[src/rtl/operand_fetch_pkg.sv]
// Shared types and constants for the operand fetch stage: FSM states,
// default datapath width, register index width and shift codes.
package operand_fetch_pkg;

    localparam int DATA_W_DEF = 16;
    localparam int IDX_W      = 3;

    // Shift codes carried alongside the operands to the shifter.
    localparam logic [1:0] SHIFT_NONE = 2'b00;
    localparam logic [1:0] SHIFT_LSL1 = 2'b01;
    localparam logic [1:0] SHIFT_LSR1 = 2'b10;
    localparam logic [1:0] SHIFT_ASR1 = 2'b11;

    // IDLE: accept a request; READ_A/READ_B: one register read each;
    // HOLD: present the bundle until downstream takes it.
    typedef enum logic [1:0] {
        IDLE   = 2'd0,
        READ_A = 2'd1,
        READ_B = 2'd2,
        HOLD   = 2'd3
    } state_t;

endpackage

[src/rtl/operand_fetch_regfile.sv]
// General register file: one synchronous write port, one asynchronous
// read port. Forwarding of same-cycle writes is handled by the caller.
module regfile
    import operand_fetch_pkg::*;
#(
    parameter int DATA_W = DATA_W_DEF,
    parameter int NREG   = 8
) (
    input  logic              clk,
    input  logic              reset,
    input  logic              write,
    input  logic [IDX_W-1:0]  writenum,
    input  logic [DATA_W-1:0] data_in,
    input  logic [IDX_W-1:0]  readnum,
    output logic [DATA_W-1:0] data_out
);

    logic [DATA_W-1:0] regs [NREG];

    // Reset clears every register and wins over a simultaneous write.
    always_ff @(posedge clk) begin
        if (reset) begin
            for (int i = 0; i < NREG; i++) begin
                regs[i] <= '0;
            end
        end else if (write) begin
            regs[writenum] <= data_in;
        end
    end

    assign data_out = regs[readnum];

endmodule

[src/rtl/operand_fetch.sv]
// Operand fetch stage: accepts a {rn, rm, shift} request, reads the two
// source registers over two cycles through a single read port, and holds
// the operand bundle until the shifter/ALU stage takes it.
//
// Handshakes: a transfer happens on a rising edge where valid and ready
// are both 1. The request side is ready only in IDLE; the output side
// keeps out_valid and the bundle stable until out_ready is seen.
module operand_fetch
    import operand_fetch_pkg::*;
#(
    parameter int DATA_W = DATA_W_DEF,
    parameter int NREG   = 8
) (
    input  logic              clk,
    input  logic              reset,
    input  logic              write,
    input  logic [2:0]        writenum,
    input  logic [DATA_W-1:0] data_in,
    input  logic              req_valid,
    output logic              req_ready,
    input  logic [2:0]        rn,
    input  logic [2:0]        rm,
    input  logic [1:0]        shift_in,
    output logic              out_valid,
    input  logic              out_ready,
    output logic [DATA_W-1:0] ain,
    output logic [DATA_W-1:0] bin,
    output logic [1:0]        shift,
    output logic [1:0]        dbg_state
);

    state_t            state;
    state_t            state_next;
    logic              accept;
    logic              load_a;
    logic              load_b;
    logic [2:0]        rn_q;
    logic [2:0]        rm_q;
    logic [1:0]        shift_q;
    logic [DATA_W-1:0] a_q;
    logic [DATA_W-1:0] b_q;
    logic [2:0]        read_idx;
    logic [DATA_W-1:0] rf_data;
    logic [DATA_W-1:0] read_val;

    regfile #(.DATA_W(DATA_W), .NREG(NREG)) u_regfile (
        .clk      (clk),
        .reset    (reset),
        .write    (write),
        .writenum (writenum),
        .data_in  (data_in),
        .readnum  (read_idx),
        .data_out (rf_data)
    );

    // The single read port serves rn in READ_A and rm otherwise; a write
    // to the register being read this cycle is forwarded so the operand
    // sees the value that lands on this edge.
    assign read_idx = (state == READ_A) ? rn_q : rm_q;
    assign read_val = (write && (writenum == read_idx)) ? data_in : rf_data;

    // State register.
    always_ff @(posedge clk) begin
        if (reset) begin
            state <= IDLE;
        end else begin
            state <= state_next;
        end
    end

    // Next-state logic, handshake outputs and datapath load enables.
    always_comb begin
        state_next = state;
        req_ready  = 1'b0;
        out_valid  = 1'b0;
        accept     = 1'b0;
        load_a     = 1'b0;
        load_b     = 1'b0;
        case (state)
            IDLE: begin
                req_ready = 1'b1;
                if (req_valid) begin
                    accept     = 1'b1;
                    state_next = READ_A;
                end
            end
            READ_A: begin
                load_a     = 1'b1;
                state_next = READ_B;
            end
            READ_B: begin
                load_b     = 1'b1;
                state_next = HOLD;
            end
            HOLD: begin
                out_valid = 1'b1;
                if (out_ready) begin
                    state_next = IDLE;
                end
            end
            default: state_next = IDLE;
        endcase
    end

    // Request latch and operand registers; nothing changes while held,
    // so later writes to a source register leave the bundle untouched.
    always_ff @(posedge clk) begin
        if (reset) begin
            rn_q    <= '0;
            rm_q    <= '0;
            shift_q <= SHIFT_NONE;
            a_q     <= '0;
            b_q     <= '0;
        end else begin
            if (accept) begin
                rn_q    <= rn;
                rm_q    <= rm;
                shift_q <= shift_in;
            end
            if (load_a) begin
                a_q <= read_val;
            end
            if (load_b) begin
                b_q <= read_val;
            end
        end
    end

    assign ain       = a_q;
    assign bin       = b_q;
    assign shift     = shift_q;
    assign dbg_state = state;

endmodule

[config.mk]
export PLATFORM = sky130hd
export DESIGN_NAME = operand_fetch
export DESIGN_NICKNAME = d
export VERILOG_FILES = /design/src/rtl/operand_fetch_pkg.sv /design/src/rtl/operand_fetch_regfile.sv /design/src/rtl/operand_fetch.sv
export SDC_FILE = /design/constraint.sdc
export NUM_CORES = 1
export LEC_CHECK = 0
export ABC_CLOCK_PERIOD_IN_PS = 8700
export CAP_MARGIN = 10
export CORE_AREA = 4 4 103 144
export CTS_CLUSTER_SIZE = 14
export DETAILED_ROUTE_END_ITERATION = 6
export DIE_AREA = 0 0 107 148
export DONT_BUFFER_PORTS = 1
export PLACE_DENSITY = 0.86
export SYNTH_ARGS = -nofsm -noshare
export SYNTH_HDL_FRONTEND = slang
export SYNTH_SLANG_ARGS = --single-unit
[constraint.sdc]
create_clock -name clk -period 8.7 [get_ports clk]
set_input_delay 1.305 -clock clk [delete_from_list [all_inputs] [get_ports clk]]
set_output_delay 1.305 -clock clk [all_outputs]
set_load 0.02 [all_outputs]
==> results of run 1 <==
[layout make-up]
class | count | area (sq um) | share of cell area [%]
clock buffer | 23 | 522 | 5.62
tap | 182 | 228 | 2.45
inverter | 21 | 78.8 | 0.850
sequential | 170 | 4690 | 50.5
multi-input combinational | 606 | 3500 | 37.7
clock inverter | 9 | 106 | 1.15
timing repair buffer | 21 | 158 | 1.70
[layer usage]
metal,wire length (microns),vias to the layer above,share of wire [%]
li1,-,3219,-
met1,8280,3435,34
met2,11600,657,48
met3,3340,109,14
met4,972,0,4.0
met5,0,-,0
[cells in the final DEF (no fill, tap or decap), types with 2 or more instances in the layout]
cell type and n:
bufinv_16 2, edfxtp_1 128, nor2_1 124, dfxtp_2 2, o221ai_1 30, nand3_1 8
a21oi_1 57, o21ai_0 32, clkbuf_1 2, nor4_1 32, ha_2 2, clkinv_1 18
clkinv_4 2, a221oi_1 2, dfxtp_1 40, nand2_1 31, a31oi_1 30, o21ai_1 6
buf_4 21, o22ai_1 2, inv_1 4, nor3_1 97, a22o_1 2, nor2b_1 2
xnor2_1 2, nand2b_1 66, clkbuf_16 20, o31ai_2 2, ha_1 3, mux2i_1 3
a311o_1 32, clkinv_2 2, a22oi_1 30
[metrics by stage]
stage	hold slack, ns	power (mW)	worst slack, ns	cells	utilization, %
after floorplan	0.448	1.72	5.08	890	-
after global placement	0.457	1.88	4.84	1000	64.6
after detailed placement	0.465	1.91	5.22	1000	64.6
after CTS	0.473	2.69	5.18	1032	69.3
after global routing	0.491	2.83	4.88	1032	69.3
final	0.472	2.72	5.10	1032	69.3
[sequential cells by signal (all words and copies together) (netlist names)]
| register | cells |
|---|---|
| ain | 16 |
| shift | 2 |
| rm_q | 3 |
| dbg_state | 2 |
| rn_q | 3 |
| bin | 16 |
| u_regfile.regs | 128 |
[where the power goes]
group | leakage (nW) | internal [mW] | switching, mW
registers | 1.57 | 0.977 | 0.137
logic | 0.989 | 0.269 | 0.547
clock network | 0.311 | 0.482 | 0.312
[worst max-delay path, stage by stage (launching register included)]
cell and delay, ns:
dfxtp_1 0.41, inv_1 0.15, ha_2 0.17, buf_4 0.45, mux2_2 0.77, xnor2_1 0.21
and4_2 0.90, a21oi_1 0.20, a31oi_1 0.22
[final timing paths]
path                        startpoint                   end  slack (ns)  cells past startpoint
max          dbg_state[1]$_SDFFE_PP0P_   ain[7]$_SDFFE_PP0P_        5.10                      8
min               rn_q[2]$_SDFFE_PP0P_  rn_q[2]$_SDFFE_PP0P_        0.47                      2
max reg2reg  dbg_state[1]$_SDFFE_PP0P_   ain[7]$_SDFFE_PP0P_        5.10                      8
min reg2reg       rn_q[2]$_SDFFE_PP0P_  rn_q[2]$_SDFFE_PP0P_        0.47                      2
[logic make-up (layout without fill, tap and decap cells)]
family	Yosys count	count (layout)	share of synthesized area, %
AOI/OAI and AO/OA	226	226	17.9
and+or+nand+nor	366	366	20.5
xor gates and xnor gates	3	3	0.304
muxes	6	6	0.768
DFF	170	170	54.3
adders and majority gates	5	5	0.725
buffers and inverters	114	74	5.52
==> flow_summary.toml, run 1 <==
[routing]
wl_microns = 24200
drt_first_pass_iters = 6
drt_iter0_drc = 1282
drc_errors = 0
via_per_inst = 7.19
antenna_left = 0
wl_per_cell_microns = 23.5
vias = 7420

[global_routing]
busiest_layer = "met2"
met1_usage_pct = 37.2
use_met3_pct = 8.78
grtUsageMet2_pct = 49.1
grt_antenna_before_repair = 0
grt_max_degree = 69
grt_pass1_wl_microns = 37200
grt_overflow = 0
grt_pass1_vias = 7140
groute.usage.overall_pct = 30.5

[layout]
drive_gt1_share_pct = 7.41
antenna_cells = 0
fillCellCount = 967
final_nets = 874
syn_to_final_growth_pct = 7.51
final_cell_area_sq_um = 9280

[logic_synthesis]
synth.avg_cell_area_sq_um = 9.70
synth_area_leaders = "edfxtp_1, dfxtp_1, nor3_1"
synth.largest_area_cell = "edfxtp_1"
async_flop_share_pct = 0
synthTopCellsByCount = "edfxtp_1, nor2_1, nor3_1, clkbuf_1, nand2b_1"
synthDominantCellAreaShare_pct = 44.5
synthesis.nets = 927
synthCells = 890
yosysWarnings = 0
synth_edf_count = 128
synth_area_sq_um = 8630
synth_seq_cells = 170
synth_ff_type = "edfxtp_1"
synth_most_common_cell = "edfxtp_1"
ys_seq_area_share_pct = 54.3
ys_types = 35

[floorplan]
coreArea_sq_um = 13400
start_util_pct = 64.5
fp.dieH_microns = 148
fp.dieW_microns = 107
die_area_sq_um = 15800
row_count = 50
ios = 70

[sta]
rsz0062_at_grt = "false"
max_freq_mhz = 278
worst_pin_slew_ns = 1.09
finalHoldViolCount = 0
skew_ns = 0.00928
finalCritPeriodShare_pct = 41.4
setup-tns-final_ns = 0
min_period_ns = 3.60
finalSetupViolCount = 0
drv_slew = 0
maxSlewHeadroom_pct = 27.0

[clock_network]
clockBufferDepth = 2
clkSinkCount = 170
clkTransAtPathRegs_ns = 0.06
tritoncts = "built"
postCtsHoldBufs = 0
clk_latency_ns = 0.43
cts_resized = 0
numCtsBuffers = 17
cts_setup_buffers = 0
clock-root-buffer = "clkbuf_16"
h-tree-depth = 4

[pwr]
leakagePower_nw = 2.87
powerDensity_nw_per_um2 = 294
ir_worst_vdd_mv = 0.197

[place]
port_buffers = 0
place_congestion = 0.900
dpl.hpwl_microns = 14500
dpl-instance-area_sq_um = 8650

[hold_path]
min_path_type = "flip-flop to flip-flop"

[worst_setup_path]
arrival_ns = 3.95
cp.required_ns = 9.06
cp-end-kind = "flip-flop"
start_kind = "flip-flop"
worstSetupPathType = "flip-flop to flip-flop"
critPathMaxFanout = 57

[flow_run]
cap_violations = 0

[status]
status = "complete, no violations"
No activity file was read; power rests on OpenSTA's default activity.
==> run 2, diff against run 1 <==
ABC_CLOCK_PERIOD_IN_PS = 2950   (was 8700)
CORE_AREA = 4 4 109 152   (was 4 4 103 144)
DIE_AREA = 0 0 113 156   (was 0 0 107 148)
PLACE_DENSITY = 0.81   (was 0.86)
clock period = 2.95 ns   (was 8.7 ns; I/O delays follow)
==> run 2 against run 1 <==
  * Clock power rose to 2.9 times the previous value
  * Flip-flop and latch count did not move
  * Setup slack got worse by 5.0 ns
  * Critical path depth shrank 1
  * Global-route usage shrank 2.4 points
  * Total power increased to 3.0 times the previous value
  * Non-clock buffer count is 9 higher
  * Highest routed layer unchanged
==> flow_summary.toml, run 2 (synthesis results as in run 1) <==
[routing]
wl_met3_microns = 3040
vias = 7334
drt_iter0_drc = 1022
drt_first_pass_iters = 6
wl_microns = 24700
drc_errors = 0
antenna_left = 0
top_layer_used = "met4"
wl_met1_microns = 8550
via_per_inst = 6.98
wl_met2_microns = 11900
wl_per_cell_microns = 23.5

[layout]
drive_gt1_share_pct = 9.08
mostFrequentLayoutCell = "edfxtp_1"
final_util_pct = 62.8
antenna_cells = 0
final_nets = 883
top_register = "u_regfile.regs"
syn_to_final_growth_pct = 9.45
final_cell_mix = "edfxtp_1, nor2_1, nor3_1"
largest_reg_flops = 128

[clock_network]
clockBufferDepth = 2
numCtsBuffers = 17
h-tree-depth = 4
clock-root-buffer = "clkbuf_16"
clk_latency_ns = 0.43
clkSinkCount = 170
tritoncts = "built"
postCtsHoldBufs = 0
clkTransAtPathRegs_ns = 0.07

[floorplan]
fp.dieH_microns = 156
start_util_pct = 57.3
row_count = 53
fp.dieW_microns = 113
die_area_sq_um = 17600
ios = 70
coreArea_sq_um = 15100

[sta]
skew_ns = 0.0104
finalHoldViolCount = 0
rsz0062_at_grt = "false"
min_period_ns = 2.80
finalCritPeriodShare_pct = 95.0
maxSlewHeadroom_pct = 16.2
setup-tns-final_ns = 0
max_freq_mhz = 357
drv_slew = 0
worst_pin_slew_ns = 1.25
finalSetupViolCount = 0

[global_routing]
grt_antenna_before_repair = 0
grt_pass1_vias = 6917
groute.usage.overall_pct = 28.1
grt_pass1_wl_microns = 38300
grt_max_degree = 67
grt_overflow = 0

[hold_path]
hold_path_depth = 1
min_path_type = "input port to flip-flop"

[worst_setup_path]
arrival_ns = 3.16
rrSetupSlack_ns = 0.15
cp_top_family = "simple AND/OR/NAND/NOR gates"
cp_num_buf_inv = 1
start_kind = "flip-flop"
cp.required_ns = 3.30
path_depth = 7
worstSetupPathType = "flip-flop to flip-flop"
worstPathCellList = "ha_2 -> nor2_1 -> buf_4 -> o21ai_0 -> o221ai_1 -> a21oi_1 -> a31oi_1"
ff2ff_path_depth = 7
critPathMaxFanout = 15
cpPeakStageDelay_ns = 0.98
cp-end-kind = "flip-flop"
slowest_stage = "nor2_1"

[pwr]
leakagePower_nw = 2.94
p_total_mw = 8.11
ir_worst_vdd_mv = 0.644
powerDensity_nw_per_um2 = 859

[status]
status = "complete, no violations"

[place]
port_buffers = 0
place_congestion = 0.865
dpl.hpwl_microns = 15000

[flow_run]
cap_violations = 0
run 2: path summary, 6_finish.rpt:
check,startpoint,end
setup reg to reg,dbg_state[0]$_SDFFE_PP0P_,bin[6]$_SDFFE_PP0P_
setup / recovery,dbg_state[0]$_SDFFE_PP0P_,bin[6]$_SDFFE_PP0P_
hold reg to reg,rn_q[1]$_SDFFE_PP0P_,rn_q[1]$_SDFFE_PP0P_
hold / removal,reset,rn_q[0]$_SDFFE_PP0P_
run 2: cell type report:
cell class                      instances  area [sq um]
Clock buffer                           22           507
Sequential cell                       170          4690
Inverter                               21          78.8
Clock inverter                         10          98.8
Fill cell                            1149          5610
Tap cell                              192           240
Multi-Input combinational cell        606          3550
Timing Repair Buffer                   30           288
run 2: routing by layer:
metal | track usage, % | vias up
met5 | 0 | -
met4 | 14.8 | 0
met3 | 7.10 | 112
met2 | 45.8 | 542
met1 | 34.3 | 3438
li1 | - | 3242
run 2: worst register-to-register path, delay by kind of cell (launching register included):
family	cells	cell delay, ns
and+or+nand+nor	1	0.98
AOI/OAI and AO/OA	4	0.63
DFF	1	0.41
buffers and inverters	1	0.38
adders and majority gates	1	0.33
run 2: what timing repair did:
item / CTS / global route
gates resized for setup: 0 / 1
endpoints found under the hold margin: 0 / 0
setup buffers: 0 / 0
endpoints found under the setup margin: 0 / 32
run 2: through the flow:
stage                     cells  worst slack [ns]  cell area [sq um]  hold slack [ns]
after floorplan             890             0.190               8630            0.448
after global placement     1019             0.237               8840            0.463
after detailed placement   1019             0.152               8840            0.475
after CTS                  1051            0.0872               9450           0.0677
after global routing       1051            0.0976               9450           0.0629
final                      1051             0.146               9450           0.0728
run 2: where the power goes:
group          internal, mW  switching, mW
Combinational         0.892           1.67
Sequential             2.88          0.398
Clock                  1.32          0.949
